$ cat config.mk
export PLATFORM = sky130hd
export DESIGN_NAME = data_mem_responder
export DESIGN_NICKNAME = d
export VERILOG_FILES = /design/src/rtl/mem_pkg.sv /design/src/rtl/mem_lat_pipe.sv /design/src/rtl/data_mem_responder.sv
export SDC_FILE = /design/constraint.sdc
export NUM_CORES = 2
export LEC_CHECK = 0
export CORE_ASPECT_RATIO = 0.5
export CORE_MARGIN = 8
export CORE_UTILIZATION = 48
export CTS_CLUSTER_DIAMETER = 200
export CTS_CLUSTER_SIZE = 28
export DETAILED_ROUTE_END_ITERATION = 7
export PLACE_DENSITY = 0.65
export SLEW_MARGIN = 20
export SYNTH_ARGS = -nofsm -noshare
export SYNTH_HDL_FRONTEND = slang
export SYNTH_MEMORY_MAX_BITS = 65536
export SYNTH_SLANG_ARGS = --single-unit
$ cat constraint.sdc
create_clock -name clk -period 3 [get_ports clk]
set_input_delay 0.45 -clock clk [delete_from_list [all_inputs] [get_ports clk]]
set_output_delay 0.45 -clock clk [all_outputs]
set_load 0.02 [all_outputs]
$ cat src/rtl/mem_pkg.sv
// Shared defaults for the data memory responder and its latency pipeline.
package mem_pkg;

    localparam int DEF_DATA_WIDTH = 16;
    localparam int DEF_ADDR_WIDTH = 16;
    localparam int DEF_INDEX_BITS = 8;
    localparam int DEF_LATENCY    = 4;

    localparam int MIN_LATENCY = 2;
    localparam int MAX_LATENCY = 8;

endpackage

$ cat src/rtl/mem_lat_pipe.sv
// Fixed-depth valid/data shift pipeline with synchronous clear; carries read
// snapshots from accept to the output stage.
module mem_lat_pipe #(
    parameter int STAGES = mem_pkg::DEF_LATENCY,
    parameter int WIDTH  = mem_pkg::DEF_DATA_WIDTH
) (
    input  logic             clk,
    input  logic             srst,
    input  logic             in_valid,
    input  logic [WIDTH-1:0] in_data,
    output logic             out_valid,
    output logic [WIDTH-1:0] out_data,
    output logic             busy
);

    logic [STAGES-1:0] valid_reg;
    logic [WIDTH-1:0]  data_reg [STAGES];
    logic [STAGES-1:0] valid_next;
    logic [WIDTH-1:0]  data_next [STAGES];

    generate
        for (genvar gi = 0; gi < STAGES; gi++) begin : g_stage
            if (gi == 0) begin : g_head
                assign valid_next[gi] = in_valid;
                assign data_next[gi]  = in_data;
            end else begin : g_body
                assign valid_next[gi] = valid_reg[gi-1];
                assign data_next[gi]  = data_reg[gi-1];
            end

            always_ff @(posedge clk) begin
                if (srst) begin
                    valid_reg[gi] <= 1'b0;
                end else begin
                    valid_reg[gi] <= valid_next[gi];
                end
                data_reg[gi] <= data_next[gi];
            end
        end
    endgenerate

    // Data is only meaningful alongside its valid bit, so gate it to zero otherwise.
    assign out_valid = valid_reg[STAGES-1];
    assign out_data  = valid_reg[STAGES-1] ? data_reg[STAGES-1] : '0;
    assign busy      = |valid_reg;

endmodule

$ cat src/rtl/data_mem_responder.sv
// Word-addressed single-port memory: writes commit immediately, reads return
// a snapshot taken at accept after a fixed LATENCY-cycle pipeline.
module data_mem_responder
    import mem_pkg::*;
#(
    parameter int DATA_WIDTH = DEF_DATA_WIDTH,
    parameter int ADDR_WIDTH = DEF_ADDR_WIDTH,
    parameter int INDEX_BITS = DEF_INDEX_BITS,
    parameter int LATENCY    = DEF_LATENCY
) (
    input  logic                  clk,
    input  logic                  rst,
    input  logic                  enable,
    input  logic                  wr,
    input  logic [ADDR_WIDTH-1:0] addr,
    input  logic [DATA_WIDTH-1:0] data_in,
    output logic [DATA_WIDTH-1:0] data_out,
    output logic                  data_valid,
    output logic                  busy
);

    localparam int DEPTH = 1 << INDEX_BITS;

    logic [DATA_WIDTH-1:0] mem [DEPTH];
    logic [INDEX_BITS-1:0] index;
    logic                  wr_commit;
    logic                  rd_accept;
    logic                  unused_addr_bits;

    // Byte address to word index; high bits alias and the byte-lane bit is dropped.
    assign index            = addr[INDEX_BITS:1];
    assign unused_addr_bits = ^{addr[ADDR_WIDTH-1:INDEX_BITS+1], addr[0]};

    assign wr_commit = enable && wr && !rst;
    assign rd_accept = enable && !wr && !rst;

    always_ff @(posedge clk) begin
        if (wr_commit) begin
            mem[index] <= data_in;
        end
    end

    // The pipeline head samples mem[index] on the accept edge, so a read sees
    // the contents before any write committing on that same edge.
    mem_lat_pipe #(
        .STAGES (LATENCY),
        .WIDTH  (DATA_WIDTH)
    ) u_lat_pipe (
        .clk       (clk),
        .srst      (rst),
        .in_valid  (rd_accept),
        .in_data   (mem[index]),
        .out_valid (data_valid),
        .out_data  (data_out),
        .busy      (busy)
    );

endmodule

==> reports/metrics.yaml <==
status: "finished, final reports clean"
seqCellArea_mm2: 0.1244
start_util: 0.4817
cap_violations: 0
reg2reg_to: "u_lat_pipe.data_reg[0][0]"
multi_input_area_mm2: 0.03070
final_max_slew_viol_count: 0
viasPerCell: 6.230
ir_drop_mv: 0.4455
fp.dieH_um: 419.7
area_growth_syn_to_layout_pct: 14.43
globalRouteTotalUtil: 0.2211
antenna_found_initial: 18
grt_max_degree: 112
ant_nets: 0
cts-htree-levels: 4
critPathSlowestCell: "o41ai_1"
clk_latency_ns: 0.93
critical_path.max_fanout: 22
rows: 148
die-area_mm2: 0.3456
syn_inst: 6785
cts_tree: "done"
critPathCapture: "u_lat_pipe.data_reg[0][0]"
reg2reg_setup_slack_ns: 0.23
grt_pass1_wl_um: 553800
crit_type: "primary input to flip-flop"
cpLargestDelayFamily: "buffers and inverters"
clkSlewWorstSetupHoldPaths_ns: 0.11
crit_cells: 11
syn_area_per_cell_um2: 23.06
remaining_drc_errors: 0
nets: 7789
clockRootBuffer: "clkbuf_16"
syn_area_mm2: 0.1565
path_common_cell: "buf_4"
largest_reg_flops: 4096
dr.pass1.iters: 6
place_area_mm2: 0.1742
min_path_type: "primary input to flip-flop"
skew_ns: 0.07519
async_reset_ff_frac: 0
die_w_um: 823.4
setup_viol: 0
boundaryPins: 54
fin_crit_sh: 0.9885
coreArea_mm2: 0.3248
fin_area_mm2: 0.1790
vias: 75910
p_leak_nw: 55.37
synth_flop_cell: "edfxtp_1"
yosysSeqAreaShare: 0.7948
synth_edf_count: 4096
rsz0062_at_grt: "no"
grt_pass1_vias: 74290
r2r_start: "mem[252][0]"
n_fill_cell: 23940
tightest_slew_ns: 1.015
clock_sinks: 4164
crit_buf_inv: 6
setup_tns_ns: 0
crit_chain: "clkdlybuf4s50_1 > and2_4 > buf_12 > buf_4 > buf_4 > a22oi_1 > a21oi_1 > buf_4 > o41ai_1 > buf_4 > nand4_1"
cts_max_path_buffers: 4
r2r_cells: 7
start_kind: "primary input"
cts_buffers: 174
relSlewSlack: 0.3144
io_buffers: 45
yosys_warnings: 0
routed_wl_um: 389200
layout-drive-gt1-share: 0.3147
finalHoldViolCount: 0
cts_setup_buffers: 0
power_density_mw_per_mm2: 546.9
syn_nets: 6821
max_freq_mhz: 337.2
place_hpwl_um: 251400
cp.arrival_ns: 3.75
drtIter0Drc: 10670
grt_overflow: 0
cp-end-kind: "flip-flop"
yosysUniqueCellTypes: 24
whs_ns: 0.0008141
synth-seq-cells: 4164
cp_slowest_stage_delay_ns: 0.65
period_needed_ns: 2.965
place.gp.congestion: 0.8366
critical_path_required_ns: 3.78
avgRoutedWirePerCell_um: 31.94
crit_start: "addr[4]"
## kinds of logic after synthesis
logic type,count (synthesis),share of synthesized area
mux,1024,0.1474
flops,4164,0.7948
compound gates,832,0.03634
buf+inv,417,0.01215
simple gates,348,0.009285
## worst min path at each step
stage               cells past startpoint  slack, ns                          to                       start
floorplan                               0       0.31   u_lat_pipe.data_reg[1][0]   u_lat_pipe.data_reg[0][0]
global placement                        0       0.31  u_lat_pipe.data_reg[1][12]  u_lat_pipe.data_reg[0][12]
detailed placement                      0       0.31  u_lat_pipe.data_reg[1][13]  u_lat_pipe.data_reg[0][13]
CTS                                     1      0.005                  mem[15][1]                  data_in[1]
global route                            1      0.001                  mem[1][12]                 data_in[12]
finish                                  1     0.0008                  mem[3][12]                 data_in[12]
## cells in the final DEF, fill, tap and decap left out, drive strengths merged
cell type	synthesis	routed
a21oi	256	256
a22oi	512	512
and2	18	18
buf	161	1170
clkbuf	254	236
clkdlybuf4s50	0	25
dfxtp	68	68
diode	0	17
dlygate4sd2	0	1
dlygate4sd3	0	10
dlymetal6s2s	0	1
edfxtp	4096	4096
inv	2	6
mux4	1024	1024
nand2	25	25
nand2b	2	2
nand3	8	8
nand3b	1	1
nand4	16	16
nor2	260	260
nor2b	11	11
nor3	4	4
nor3b	1	1
o41ai	64	64
or2	1	1
or4	1	1
## area by class of cell
type,count,area share
Sequential cell,4164,0.6946
Timing Repair Buffer,1207,0.07707
Antenna cell,17,0.0002376
Inverter,2,0.00004193
Clock inverter,4,0.0001957
Multi-Input combinational cell,2204,0.1715
Clock buffer,236,0.02598
Tap cell,4350,0.03040
## synth_stat cells, drive strengths merged (2+ instances only)
master	n	area (um^2)
a21oi	256	1281
a22oi	512	3844
and2	18	112.6
buf	161	939.7
clkbuf	254	953.4
dfxtp	68	1361
edfxtp	4096	123000
inv	2	7.510
mux4	1024	23060
nand2	25	93.84
nand2b	2	12.51
nand3	8	40.04
nand4	16	100.1
nor2	260	975.9
nor2b	11	68.82
nor3	4	20.02
o41ai	64	560.5
## power by group
part,switching [W],internal (W)
combinational,0.00362,0.00246
clock,0.0168,0.0110
sequential,0.0000909,0.0639
## repair_timing
| action | CTS | global route |
|---|---|---|
| hold endpoints to repair | 278 | 0 |
| cloned | 0 | 0 |
| setup endpoints to repair | 2 | 1 |
| hold buffers | 10 | 0 |
| gates resized for setup | 3 | 1 |
## per-stage QoR
stage / util / setup WS [ns] / std cells / power (W)
2_1_floorplan: - / 0.02247 / 6785 / 0.06795
3_3_place_gp: 0.5361 / -1.328 / 11920 / 0.07131
3_5_place_dp: 0.5363 / -1.018 / 11920 / 0.07141
4_1_cts: 0.5510 / 0.008758 / 12170 / 0.09833
5_1_grt: 0.5512 / 0.01101 / 12180 / 0.1004
6_report: 0.5512 / 0.03455 / 12180 / 0.09791
## per-layer routing
metal,routed length [um],share of wire,vias to the layer above,track usage
met5,67,0.00017,-,0
met4,10020,0.026,10,0.05127
met3,36920,0.095,450,0.03951
met2,181300,0.47,3521,0.3436
met1,160900,0.41,41080,0.3301
li1,-,-,30850,-
No activity file was read; power rests on OpenSTA's default activity.
